===== config.mk =====
export PLATFORM = sky130hd
export DESIGN_NAME = execute_stage_mc_flat
export DESIGN_NICKNAME = d
export VERILOG_FILES = /design/src/rtl/execute_stage_mc_if.sv /design/src/rtl/execute_stage_mc.sv /design/src/flat_wrapper.sv
export SDC_FILE = /design/constraint.sdc
export NUM_CORES = 1
export LEC_CHECK = 0
export ABC_AREA = 1
export CORE_MARGIN = 2
export CORE_UTILIZATION = 45
export CTS_CLUSTER_SIZE = 28
export DETAILED_ROUTE_END_ITERATION = 6
export GPL_TIMING_DRIVEN = 0
export PLACE_DENSITY = 0.7
export RECOVER_POWER = 100
export SYNTH_ARGS = -nofsm -noshare
export SYNTH_HDL_FRONTEND = slang
export SYNTH_SLANG_ARGS = --single-unit

===== constraint.sdc =====
create_clock -name clk -period 2.8 [get_ports clk]
set_clock_uncertainty 0.05 [all_clocks]
set_input_delay 0.28 -clock clk [delete_from_list [all_inputs] [get_ports clk]]
set_output_delay 0.28 -clock clk [all_outputs]
set_load 0.01 [all_outputs]

===== src/rtl/execute_stage_mc_if.sv =====
// Handshake bundle between decode/forwarding and the multi-cycle execute stage.
// The execute stage takes the slave side; the producer/consumer pair takes master.
interface execute_stage_mc_if #(
  parameter int WIDTH = 16
);
  logic             flush;
  logic             stall;
  logic             in_valid;
  logic             in_ready;
  logic [WIDTH-1:0] src1;
  logic [WIDTH-1:0] src2;
  logic [3:0]       alu_op;
  logic             out_valid;
  logic [WIDTH-1:0] alu_result;
  logic [2:0]       flags;
  logic             flag_update;
  logic             busy;

  modport slave (
    input  flush, stall, in_valid, src1, src2, alu_op,
    output in_ready, out_valid, alu_result, flags, flag_update, busy
  );

  modport master (
    output flush, stall, in_valid, src1, src2, alu_op,
    input  in_ready, out_valid, alu_result, flags, flag_update, busy
  );
endinterface


===== src/rtl/execute_stage_mc.sv =====
// Multi-cycle execute stage: single-cycle ALU ops plus an iterative shift-add
// multiplier, with a held result/NZV register that respects downstream stall.
module execute_stage_mc #(
  parameter int WIDTH          = 16,
  parameter int MUL_RADIX_BITS = 1
) (
  input logic               clk,
  input logic               rst_n,
  execute_stage_mc_if.slave bus
);
  localparam int SHAMT_W = $clog2(WIDTH);
  localparam int N       = WIDTH / MUL_RADIX_BITS;
  localparam int CNT_W   = $clog2(N);
  localparam int LANES   = WIDTH / 4;

  localparam logic [3:0] OP_ADD    = 4'h0;
  localparam logic [3:0] OP_SUB    = 4'h1;
  localparam logic [3:0] OP_XOR    = 4'h2;
  localparam logic [3:0] OP_SLL    = 4'h4;
  localparam logic [3:0] OP_SRA    = 4'h5;
  localparam logic [3:0] OP_ROR    = 4'h6;
  localparam logic [3:0] OP_PADDSB = 4'h9;
  localparam logic [3:0] OP_ADDNF  = 4'hA;
  localparam logic [3:0] OP_LLB    = 4'hB;
  localparam logic [3:0] OP_LHB    = 4'hC;
  localparam logic [3:0] OP_PASS   = 4'hD;
  localparam logic [3:0] OP_MUL    = 4'hE;

  typedef enum logic {IDLE, MUL} state_t;

  state_t           state_reg;
  logic             busy_reg;
  logic             out_valid_reg;
  logic             flag_op_reg;
  logic [WIDTH-1:0] result_reg;
  logic [2:0]       flags_reg;
  logic [WIDTH-1:0] mcand_reg;
  logic [WIDTH-1:0] mplier_reg;
  logic [WIDTH-1:0] acc_reg;
  logic [CNT_W-1:0] count_reg;

  logic             out_hold;
  logic             accept;
  logic [SHAMT_W-1:0] shamt;
  logic [WIDTH-1:0] sum;
  logic [WIDTH-1:0] diff;
  logic [WIDTH-1:0] sat_diff;
  logic [WIDTH-1:0] paddsb;
  logic [WIDTH-1:0] alu_next;
  logic [WIDTH-1:0] partial;
  logic [WIDTH-1:0] mul_sum;
  logic [WIDTH-1:0] pp_terms [MUL_RADIX_BITS];
  logic             add_v;
  logic             sub_v;
  logic             v_next;
  logic             upd_nzv;
  logic             upd_z;
  logic [2:0]       flags_next;

  assign out_hold        = out_valid_reg & bus.stall;
  assign bus.in_ready    = ~bus.flush & ~busy_reg & ~out_hold;
  assign accept          = bus.in_valid & bus.in_ready;
  assign bus.out_valid   = out_valid_reg;
  assign bus.alu_result  = result_reg;
  assign bus.flags       = flags_reg;
  assign bus.flag_update = out_valid_reg & flag_op_reg;
  assign bus.busy        = busy_reg;

  // Nibble lanes add independently; carries out of each lane are discarded.
  genvar gi;
  for (gi = 0; gi < LANES; gi++) begin : g_paddsb
    assign paddsb[4*gi +: 4] = bus.src1[4*gi +: 4] + bus.src2[4*gi +: 4];
  end

  for (gi = 0; gi < MUL_RADIX_BITS; gi++) begin : g_pp
    assign pp_terms[gi] = mplier_reg[gi] ? (mcand_reg << gi) : '0;
  end

  always_comb begin
    partial = '0;
    for (int i = 0; i < MUL_RADIX_BITS; i++) begin
      partial = partial + pp_terms[i];
    end
    mul_sum = acc_reg + partial;
  end

  always_comb begin
    shamt    = bus.src2[SHAMT_W-1:0];
    sum      = bus.src1 + bus.src2;
    diff     = bus.src1 - bus.src2;
    add_v    = (bus.src1[WIDTH-1] == bus.src2[WIDTH-1]) && (sum[WIDTH-1] != bus.src1[WIDTH-1]);
    sub_v    = (bus.src1[WIDTH-1] != bus.src2[WIDTH-1]) && (diff[WIDTH-1] != bus.src1[WIDTH-1]);
    // On overflow the sign of src1 picks the rail: negative -> 0x80..0, positive -> 0x7F..F.
    sat_diff = sub_v ? {bus.src1[WIDTH-1], {(WIDTH-1){~bus.src1[WIDTH-1]}}} : diff;
    alu_next = '0;
    v_next   = 1'b0;
    upd_nzv  = 1'b0;
    upd_z    = 1'b0;
    case (bus.alu_op)
      OP_ADD:    begin alu_next = sum;      v_next = add_v; upd_nzv = 1'b1; end
      OP_SUB:    begin alu_next = sat_diff; v_next = sub_v; upd_nzv = 1'b1; end
      OP_XOR:    begin alu_next = bus.src1 ^ bus.src2;      upd_z = 1'b1; end
      OP_SLL:    begin alu_next = bus.src1 << shamt;        upd_z = 1'b1; end
      OP_SRA:    begin alu_next = $unsigned($signed(bus.src1) >>> shamt); upd_z = 1'b1; end
      OP_ROR:    begin alu_next = WIDTH'({bus.src1, bus.src1} >> shamt); upd_z = 1'b1; end
      OP_PADDSB: alu_next = paddsb;
      OP_ADDNF:  alu_next = sum;
      OP_LLB:    alu_next = {bus.src1[WIDTH-1:8], bus.src2[7:0]};
      OP_LHB:    alu_next = {bus.src2[7:0], bus.src1[WIDTH-9:0]};
      OP_PASS:   alu_next = bus.src1;
      default:   alu_next = '0;
    endcase
    flags_next = flags_reg;
    if (upd_nzv) begin
      flags_next = {alu_next[WIDTH-1], alu_next == '0, v_next};
    end else if (upd_z) begin
      flags_next[1] = (alu_next == '0);
    end
  end

  always_ff @(posedge clk or negedge rst_n) begin
    if (!rst_n) begin
      state_reg     <= IDLE;
      busy_reg      <= 1'b0;
      out_valid_reg <= 1'b0;
      flag_op_reg   <= 1'b0;
      result_reg    <= '0;
      flags_reg     <= '0;
      mcand_reg     <= '0;
      mplier_reg    <= '0;
      acc_reg       <= '0;
      count_reg     <= '0;
    end else if (bus.flush) begin
      state_reg     <= IDLE;
      busy_reg      <= 1'b0;
      out_valid_reg <= 1'b0;
      flag_op_reg   <= 1'b0;
      count_reg     <= '0;
    end else begin
      if (out_valid_reg && !bus.stall) begin
        out_valid_reg <= 1'b0;
      end
      case (state_reg)
        IDLE: begin
          if (accept && bus.alu_op == OP_MUL) begin
            mcand_reg  <= bus.src1;
            mplier_reg <= bus.src2;
            acc_reg    <= '0;
            count_reg  <= '0;
            busy_reg   <= 1'b1;
            state_reg  <= MUL;
          end else if (accept) begin
            result_reg    <= alu_next;
            flags_reg     <= flags_next;
            flag_op_reg   <= upd_nzv | upd_z;
            out_valid_reg <= 1'b1;
          end
        end
        MUL: begin
          // The last partial is only committed together with the result, so a
          // held output simply retries the same final step next cycle.
          if (count_reg == CNT_W'(N - 1)) begin
            if (!out_hold) begin
              result_reg    <= mul_sum;
              flag_op_reg   <= 1'b0;
              out_valid_reg <= 1'b1;
              busy_reg      <= 1'b0;
              count_reg     <= '0;
              state_reg     <= IDLE;
            end
          end else begin
            acc_reg    <= mul_sum;
            mcand_reg  <= mcand_reg << MUL_RADIX_BITS;
            mplier_reg <= mplier_reg >> MUL_RADIX_BITS;
            count_reg  <= count_reg + 1'b1;
          end
        end
        default: state_reg <= IDLE;
      endcase
    end
  end
endmodule


===== src/flat_wrapper.sv =====
// flat-port wrapper written by rule: the top's interface ports become plain ports
module execute_stage_mc_flat 
#(
  parameter int WIDTH          = 16,
  parameter int MUL_RADIX_BITS = 1
)
  (clk, rst_n, bus_flush, bus_stall, bus_in_valid, bus_src1, bus_src2, bus_alu_op, bus_in_ready, bus_out_valid, bus_alu_result, bus_flags, bus_flag_update, bus_busy);
  execute_stage_mc_if #(.WIDTH(WIDTH)) bus_i ();
  input logic clk;
  input logic rst_n;
  input wire logic [$bits(bus_i.flush)-1:0] bus_flush;
  input wire logic [$bits(bus_i.stall)-1:0] bus_stall;
  input wire logic [$bits(bus_i.in_valid)-1:0] bus_in_valid;
  input wire logic [$bits(bus_i.src1)-1:0] bus_src1;
  input wire logic [$bits(bus_i.src2)-1:0] bus_src2;
  input wire logic [$bits(bus_i.alu_op)-1:0] bus_alu_op;
  output wire logic [$bits(bus_i.in_ready)-1:0] bus_in_ready;
  output wire logic [$bits(bus_i.out_valid)-1:0] bus_out_valid;
  output wire logic [$bits(bus_i.alu_result)-1:0] bus_alu_result;
  output wire logic [$bits(bus_i.flags)-1:0] bus_flags;
  output wire logic [$bits(bus_i.flag_update)-1:0] bus_flag_update;
  output wire logic [$bits(bus_i.busy)-1:0] bus_busy;
  assign bus_i.flush = bus_flush;
  assign bus_i.stall = bus_stall;
  assign bus_i.in_valid = bus_in_valid;
  assign bus_i.src1 = bus_src1;
  assign bus_i.src2 = bus_src2;
  assign bus_i.alu_op = bus_alu_op;
  assign bus_in_ready = bus_i.in_ready;
  assign bus_out_valid = bus_i.out_valid;
  assign bus_alu_result = bus_i.alu_result;
  assign bus_flags = bus_i.flags;
  assign bus_flag_update = bus_i.flag_update;
  assign bus_busy = bus_i.busy;
  execute_stage_mc #(.WIDTH(WIDTH), .MUL_RADIX_BITS(MUL_RADIX_BITS)) u_core (.clk(clk), .rst_n(rst_n), .bus(bus_i));
endmodule

==> results of run 1 <==
[worst register-to-register path: stages, from the launching register on]
cell and delay [ns]:
dfrtp_2 0.47, clkbuf_2 0.21, nand2_1 0.08, inv_1 0.05
ha_1 0.33, inv_1 0.10, o21bai_1 0.07, a31oi_1 0.15
nand3_1 0.17, a31o_2 0.25, o21ai_0 0.35, nand2_1 0.09
nand2_1 0.08, nand2_1 0.06
[cell usage in the layout (no fill, tap or decap), drive strengths merged, types with 7 or more instances in the layout]
cell           count
o22ai              8
nand4             18
dlygate4sd3       25
nor2             143
nor3              15
ha                47
dfrtp             75
clkdlybuf4s50      9
a21oi             66
o21ai             73
fa                 7
inv              152
buf              106
nand3            184
a31oi             33
nand2            540
clkbuf            30
[per-stage QoR]
step	setup TNS, ns	utilization (%)	setup WS (ns)	power (uW)	hold WS, ns
after floorplan	-3.52	-	-0.351	2690	-0.0656
after global placement	-135.85	51.8	-2.06	3370	0.412
after detailed placement	-37.73	51.9	-2.06	3400	0.0580
after CTS	-3.04	57.9	-0.392	4940	0.148
after global routing	-12.83	59.0	-0.644	5310	0.183
final	-3.84	59.0	-0.481	5010	0.154
[kinds of logic (layout without fill, tap and decap cells)]
group	Yosys count	in the layout	share of synthesized area, %
fa+ha+maj	54	54	8.54
buf+inv	212	333	10.5
simple gates	909	909	44.6
compound gates	207	207	13.8
flops	75	75	22.0
xor+xnor	5	5	0.514
[timing repair]
action	4_1_cts	5_1_grt
resized for setup	306	68
endpoints found under the hold margin	75	0
pin swaps	62	48
gates cloned	2	0
setup buffers	38	15
setup endpoints to repair	21	56
hold buffers	1	0
[power breakdown]
part	switching [uW]	internal (uW)
combinational	1350	876
sequential	161	1310
clock	512	796
[metal layers]
metal / GRT usage, % / vias to the layer above / part of all wire (%) / wire length, um
li1: - / 4998 / - / -
met3: 4.89 / 106 / 8.5 / 3070
met1: 46.8 / 4899 / 42 / 14900
met2: 58.5 / 511 / 45 / 16200
met5: 0 / - / 0 / 0
met4: 17.6 / 0 / 4.9 / 1750
[final timing paths]
kind / from / endpoint / slack [ns] / depth (start not counted)
max: bus_src1[12] / u_core.bus.alu_result[0] / -0.48 / 21
min: bus_src2[12] / u_core.mplier_reg[12] / 0.15 / 3
max reg2reg: u_core.mplier_reg[0] / u_core.bus.alu_result[12] / 0.20 / 13
min reg2reg: u_core.bus.alu_result[7] / u_core.bus.alu_result[7] / 0.43 / 2
max in group asynchronous: rst_n / u_core.mplier_reg[0] / 0.29 / 3
min in group asynchronous: rst_n / u_core.mplier_reg[10] / 0.30 / 2
[layout make-up]
cell class / count / area (um2)
fillers: 1879 / 7640
multi-input cells: 1175 / 6370
flip-flops and latches: 75 / 1880
repair buffers: 117 / 1170
inverters: 151 / 661
well taps: 234 / 293
plain buffers: 48 / 282
clock buffers: 9 / 225
clock inverters: 7 / 106
repair inverters: 1 / 8.76
==> impl_metrics.py, run 1 <==
metrics = {
    "setup_path": {
        "setup.worst_path.end_class": "flop",
        "worstPathCellList": "buf_12, ha_4, clkinvlp_4, nor3_4, nand3_2, nand2_2, a21o_1, a21oi_2, fa_2, nand2_2, o21ai_4, inv_2, nand2_1, o211ai_1, nor2_2, nand2_2, buf_4, buf_4, buf_6, a21boi_2, o21ai_1",
        "worstSetupPathType": "in2reg",
        "setup.worst_path.start_class": "input port",
        "critical_path_required_ns": 2.98,
        "timing.critical_path.arrival_ns": 3.46,
        "critical_path.max_stage_delay_ns": 0.56,
        "slowest_stage": "fa_2",
        "timing.critical_path.fanout_max": 6,
        "cp_num_buf_inv": 6,
        "critical-path-top-cell-by-count": "nand2_2",
        "timing.critical_path.max_delay_family": "simple AND/OR/NAND/NOR gates",
    },
    "pwr": {
        "leakagePower_uw": 0.00572,
        "vdd_drop_max_uv": 299,
        "power.density_cell_area_nw_per_um2": 456,
    },
    "sta": {
        "min_period_over_period_pct": 117,
        "layout_min_cycle_time_ns": 3.28,
        "report.final.slew_viol_count": 70,
        "hold_violations": 0,
        "unrepaired_setup_endpoints_after_global_routing": "true",
        "worst-slew-pin-transition_ns": 1.75,
        "fin_ws_ns": -0.481,
        "setup_viol_count_final": 16,
        "fmax_mhz": 305,
        "timing.slew.headroom_pct": -16.4,
    },
    "global_routing": {
        "wire_length_of_the_first_global_routing_pass_um": 55100,
        "antenna_violations_before_repair": 0,
        "pin_count_of_the_biggest_net_entering_global_routing": 70,
        "overflow": 0,
        "gr-usage-all-layers_pct": 35.9,
        "number_of_global_route_vias_before_repair": 10043,
    },
    "clock_tree": {
        "cts.sinks": 75,
        "numCtsBuffers": 9,
        "clock_path_buffers": 2,
        "clock_insertion_delay_worst_skew_ns": 0.35,
        "cts.reportedPaths.clkPinSlew_ns": 0.06,
        "cts_tree": "done",
        "cts_root_buf": "clkbuf_16",
        "max_h_tree_level": 3,
    },
    "synth": {
        "postSynthRegisterBits": 75,
        "avgSynthCellArea_um2": 5.83,
        "synth_area_um2": 8530,
        "post-synth-top-area-cell": "nand2_1",
        "synth.net_count": 1557,
        "area_share_of_the_leading_cell_type_in_the_synthesized_netlist_pct": 23.2,
        "postSynthCellCount": 1462,
        "yosysUniqueCellTypes": 47,
        "commonest_register_cell_after_synthesis": "dfrtp_1",
        "synth_enable_flop_cells": 0,
        "leading_cell_types_by_count_after_synthesis": "528 x nand2_1, 182 x nand3_1, 142 x inv_1",
        "synth-warning-count": 0,
        "ys_top_cells_by_area": "nand2_1 23%, dfrtp_1 22%, nand3_1 11%",
        "synthArstFlopShare_pct": 100,
        "synth-seq-area-share_pct": 22.0,
        "top_count_cell_post_synth": "nand2_1",
    },
    "worst_hold_path": {
        "timing.hold.worst.class": "in2reg",
    },
    "drt": {
        "drt-vias-per-instance": 5.79,
        "first_iter_violations": 1074,
        "wl_per_cell_um": 19.8,
        "postRouteAntennaNets": 0,
        "vias_after_detailed_routing": 10514,
        "drt_wl_total_um": 35900,
        "firstDrtPassIters": 6,
        "detailed_route_drc_error_count": 0,
    },
    "place": {
        "placed_cells": 1760,
        "buffer_ports.inserted": 63,
        "hpwl_um": 27300,
        "globalplace.congestion": 1.03,
        "place_area_um2": 9680,
    },
    "layout": {
        "layout.nets": 1673,
        "antenna_cells_inserted": 0,
        "layout.cells.non_filler": 1817,
        "drive_gt1_share_pct": 17.4,
        "final_design_area_no_fill_um2": 11000,
        "syn2layout_area_growth_pct": 29.0,
    },
    "floorplan": {
        "die_area_um2": 20100,
        "design.portCount": 64,
        "die_h_um": 142,
        "core_um2": 18600,
        "floorplan.die.width_um": 142,
        "floorplan.initialDensity_pct": 45.8,
        "rows": 50,
    },
    "status": {
        "failed_checks": "capacitance limit, slew limit, setup timing",
        "status": "finished, violations left",
    },
    "run": {
        "cap_violations": 1,
    },
}
Note: power is estimated with default switching activity, not from simulation.
==> inputs of run 2 (changes only) <==
Settings changed: CORE_ASPECT_RATIO set to 2, CORE_UTILIZATION 45 to 61, MAX_ROUTING_LAYER set to met4, PLACE_DENSITY 0.7 to 0.89.
==> run 2 against run 1 <==
Against the previous run:
- the run now fails in 5_1_grt
- synthesized cell count unchanged
- synthesized area did not move
==> impl_metrics.py, run 2 <==
metrics = {
    "status": {
        "firstError": "[ERROR GRT-0116] Global routing finished with congestion. Check the congestion regions in the DRC Viewer.",
        "failing_step": "5_1_grt",
        "status": "stopped before the end",
    },
    "synth": {
        "avgSynthCellArea_um2": 5.83,
        "synth-warning-count": 0,
        "synth_mux_area_share_pct": 0,
        "synthArstFlopShare_pct": 100,
        "post-synth-top-area-cell": "nand2_1",
        "leading_cell_types_by_count_after_synthesis": "528 x nand2_1, 182 x nand3_1, 142 x inv_1",
        "synth_adder_area_share_pct": 8.54,
        "synth_area_um2": 8530,
        "commonest_register_cell_after_synthesis": "dfrtp_1",
        "yosys.area_share.xor_xnor_pct": 0.513,
        "yosysUniqueCellTypes": 47,
        "postSynthRegisterBits": 75,
        "top_count_cell_post_synth": "nand2_1",
        "synth-seq-area-share_pct": 22.0,
        "postSynthCellCount": 1462,
        "ys_top_cells_by_area": "nand2_1 23%, dfrtp_1 22%, nand3_1 11%",
        "synth_compound_gate_area_share_pct": 13.8,
        "area_share_of_the_leading_cell_type_in_the_synthesized_netlist_pct": 23.2,
        "largest_family_of_logic_cells_by_synthesized_area": "simple AND/OR/NAND/NOR gates",
        "synth_enable_flop_cells": 0,
        "synth-simple-area-share_pct": 44.6,
        "synth.net_count": 1557,
    },
    "clock_tree": {
        "max_h_tree_level": 3,
        "clock_path_buffers": 2,
        "numCtsBuffers": 9,
        "cts.sinks": 75,
        "cts_root_buf": "clkbuf_16",
    },
    "global_routing": {
        "gr-usage-all-layers_pct": 55.8,
        "number_of_global_route_vias_before_repair": 11941,
        "pin_count_of_the_biggest_net_entering_global_routing": 75,
        "overflow": 1,
        "wire_length_of_the_first_global_routing_pass_um": 62000,
    },
    "floorplan": {
        "floorplan.die.width_um": 87.6,
        "die_h_um": 171,
        "design.portCount": 64,
        "rows": 61,
        "floorplan.initialDensity_pct": 61.7,
    },
    "place": {
        "pre_cts_slack_ns": -2.04,
        "globalplace.congestion": 1.13,
        "hpwl_um": 27200,
        "place_area_um2": 9620,
        "buffer_ports.inserted": 63,
    },
}
-- run 2: cell counts after synthesis --
Identical to the previous run, type by type.
-- run 2: logic make-up after synthesis --
group	Yosys count
AOI/OAI and AO/OA	207
buffers and inverters	212
xor gates and xnor gates	5
and+or+nand+nor	909
adders and majority gates	54
DFF	75
-- run 2: what timing repair did --
action	in CTS
resized for setup	310
cloned	2
setup buffers	49
hold buffers	1
hold endpoints to repair	75
pin swaps	59
setup endpoints to repair	23
-- run 2: per-stage QoR --
step / std cells / hold WS, ns
detailed placement: 1715 / 0.0306
floorplan: 1462 / -0.0656
CTS: 1775 / 0.176
global placement: 1714 / 0.409
-- run 2: per-layer routing --
| metal | overflow | global-route usage [%] |
|---|---|---|
| met5 | - | - |
| met4 | 1 | 58.0 |
| met3 | 0 | 19.5 |
| met2 | 0 | 84.9 |
| met1 | 0 | 50.9 |
==> inputs of run 3 (changes only) <==
Settings changed: CORE_ASPECT_RATIO 2 to unset, CORE_UTILIZATION 61 to 40, CTS_CLUSTER_SIZE 28 to unset, MAX_ROUTING_LAYER met4 to unset, PLACE_DENSITY 0.89 to unset, PLACE_DENSITY_LB_ADDON set to 0.15.
==> run 3 against run 2 <==
Against the previous run:
- the flow now finishes, with violations (capacitance limit, slew limit, setup timing)
==> impl_metrics.py, run 3 (synthesis gave the netlist of run 1 again) <==
metrics = {
    "place": {
        "place_area_um2": 9720,
        "pre_cts_slack_ns": -2.10,
        "buffer_ports.inserted": 63,
        "globalplace.congestion": 1.02,
        "hpwl_um": 27400,
    },
    "sta": {
        "setup_tns_ns": -5.13,
        "unrepaired_setup_endpoints_after_global_routing": "true",
        "fin_ws_ns": -0.474,
        "holdWs_ns": 0.168,
        "hold_violations": 0,
        "setup_viol_count_final": 16,
        "layout_min_cycle_time_ns": 3.27,
        "fmax_mhz": 305,
        "timing.slew.headroom_pct": -27.0,
        "worst-slew-pin-transition_ns": 1.90,
        "min_period_over_period_pct": 117,
        "report.final.slew_viol_count": 37,
    },
    "setup_path": {
        "timing.critical_path.fanout_max": 6,
        "worstPathCellList": "buf_4, ha_2, buf_6, nand2_2, nor2_4, nand3_4, nand2_2, a21o_1, a21oi_2, fa_1, or2_4, nand2_2, nand2_4, buf_8, nand3_2, nand2_2, nand3_4, a21oi_4, buf_4, nor2_1, o21ai_1, nand2_1",
        "timing.critical_path.max_delay_family": "simple AND/OR/NAND/NOR gates",
        "cp_num_buf_inv": 4,
        "setup.worst_path.end_class": "flop",
        "timing.critical_path.arrival_ns": 3.45,
        "worstSetupPathType": "in2reg",
        "critical_path_required_ns": 2.98,
        "ff2ff_setup_slack_ns": 0.07,
        "critical_path.max_stage_delay_ns": 0.56,
        "setup.worst_path.start_class": "input port",
        "slowest_stage": "fa_1",
        "critical-path-top-cell-by-count": "nand2_2",
    },
    "layout": {
        "top_library_cells_by_usage_in_the_layout_fill_and_taps_aside": "493 x nand2_1, 160 x nand3_1, 123 x inv_1",
        "syn2layout_area_growth_pct": 31.3,
        "layout.nets": 1688,
        "fin_util_pct": 53.4,
        "final_design_area_no_fill_um2": 11200,
        "mostFrequentLayoutCell": "nand2_1",
        "drive_gt1_share_pct": 18.9,
        "fill_cells": 2165,
    },
    "floorplan": {
        "floorplan.die.width_um": 150,
        "floorplan.initialDensity_pct": 40.7,
        "die_area_um2": 22500,
        "design.portCount": 64,
        "core_um2": 21000,
        "die_h_um": 150,
        "rows": 53,
    },
    "global_routing": {
        "pin_count_of_the_biggest_net_entering_global_routing": 41,
        "wire_length_of_the_first_global_routing_pass_um": 54500,
        "number_of_global_route_vias_before_repair": 9760,
        "overflow": 0,
        "antenna_violations_before_repair": 0,
        "gr-usage-all-layers_pct": 31.7,
    },
    "drt": {
        "detailed_route_drc_error_count": 0,
        "drt-vias-per-instance": 5.57,
        "drt_wl_total_um": 35500,
        "postRouteAntennaNets": 0,
        "first_iter_violations": 928,
        "vias_after_detailed_routing": 10439,
        "wl_per_cell_um": 19.0,
        "firstDrtPassIters": 6,
    },
    "clock_tree": {
        "cts_root_buf": "clkbuf_16",
        "max_h_tree_level": 3,
        "cts.reportedPaths.clkPinSlew_ns": 0.06,
        "clock_insertion_delay_worst_skew_ns": 0.34,
        "clock_path_buffers": 2,
        "cts_tree": "done",
        "numCtsBuffers": 9,
        "cts.sinks": 75,
    },
    "worst_hold_path": {
        "timing.hold.worst.class": "in2reg",
    },
    "pwr": {
        "leakagePower_uw": 0.00579,
        "vdd_drop_max_uv": 221,
        "power.density_cell_area_nw_per_um2": 444,
    },
    "status": {
        "failed_checks": "capacitance limit, slew limit, setup timing",
        "status": "finished, violations left",
    },
    "run": {
        "cap_violations": 1,
    },
}
-- run 3: worst paths after layout --
check / cells after the start / end / startpoint
max: 22 / u_core.bus.alu_result[4] / bus_src1[5]
min: 3 / u_core.mplier_reg[12] / bus_src2[12]
max reg2reg: 13 / u_core.bus.alu_result[13] / u_core.mplier_reg[0]
min reg2reg: 2 / u_core.bus.alu_result[13] / u_core.bus.alu_result[13]
max in group asynchronous: 3 / u_core.flag_op_reg / rst_n
min in group asynchronous: 2 / u_core.mplier_reg[6] / rst_n
-- run 3: area by class of cell --
cell class | count | area, um2 | area share [%]
Clock inverter | 5 | 78.8 | 0.704
Sequential cell | 75 | 1880 | 16.8
Clock buffer | 10 | 229 | 2.04
Timing Repair Buffer | 133 | 1290 | 11.5
Multi-Input combinational cell | 1175 | 6420 | 57.3
Buffer | 47 | 278 | 2.48
Tap cell | 275 | 344 | 3.07
Inverter | 151 | 674 | 6.02
Antenna cell | 1 | 2.50 | 0.0223
Timing Repair inverter | 1 | 8.76 | 0.0782
-- run 3: repair_timing --
action                     4_1_cts  5_1_grt
pin swaps                       48       63
hold buffers                     1        0
setup endpoints to repair       20       23
setup buffers                   48       21
gates cloned                     3        0
resized for setup              302       87
hold endpoints to repair        35        0
-- run 3: metal layers --
layer / track usage [%] / wire length, um / part of all wire, %
met5: 0 / 0 / 0
met4: 12.2 / 1320 / 3.7
met3: 2.99 / 2640 / 7.4
met2: 52.8 / 16600 / 47
met1: 42.3 / 15000 / 42
-- run 3: through the flow --
stage	power (uW)	instances
2_1_floorplan	2690	1462
3_3_place_gp	3410	1800
3_5_place_dp	3420	1801
4_1_cts	4880	1862
5_1_grt	5280	1872
6_report	4970	1873
-- run 3: power by group --
group	total (uW)	switching (uW)	internal (uW)
combinational	2270	1380	891
clock	1230	457	774
sequential	1470	158	1310
-- run 3: worst register-to-register path, stage by stage (launching register included) --
cell and delay (ns):
dfrtp_1 0.49, clkbuf_2 0.28, nand2_1 0.07, inv_1 0.08
ha_1 0.28, inv_1 0.09, o21ai_0 0.11, a21boi_0 0.16
nand3_1 0.18, a31o_2 0.25, o21ai_0 0.32, nand2_2 0.12
nand2_1 0.08, nand2_1 0.06
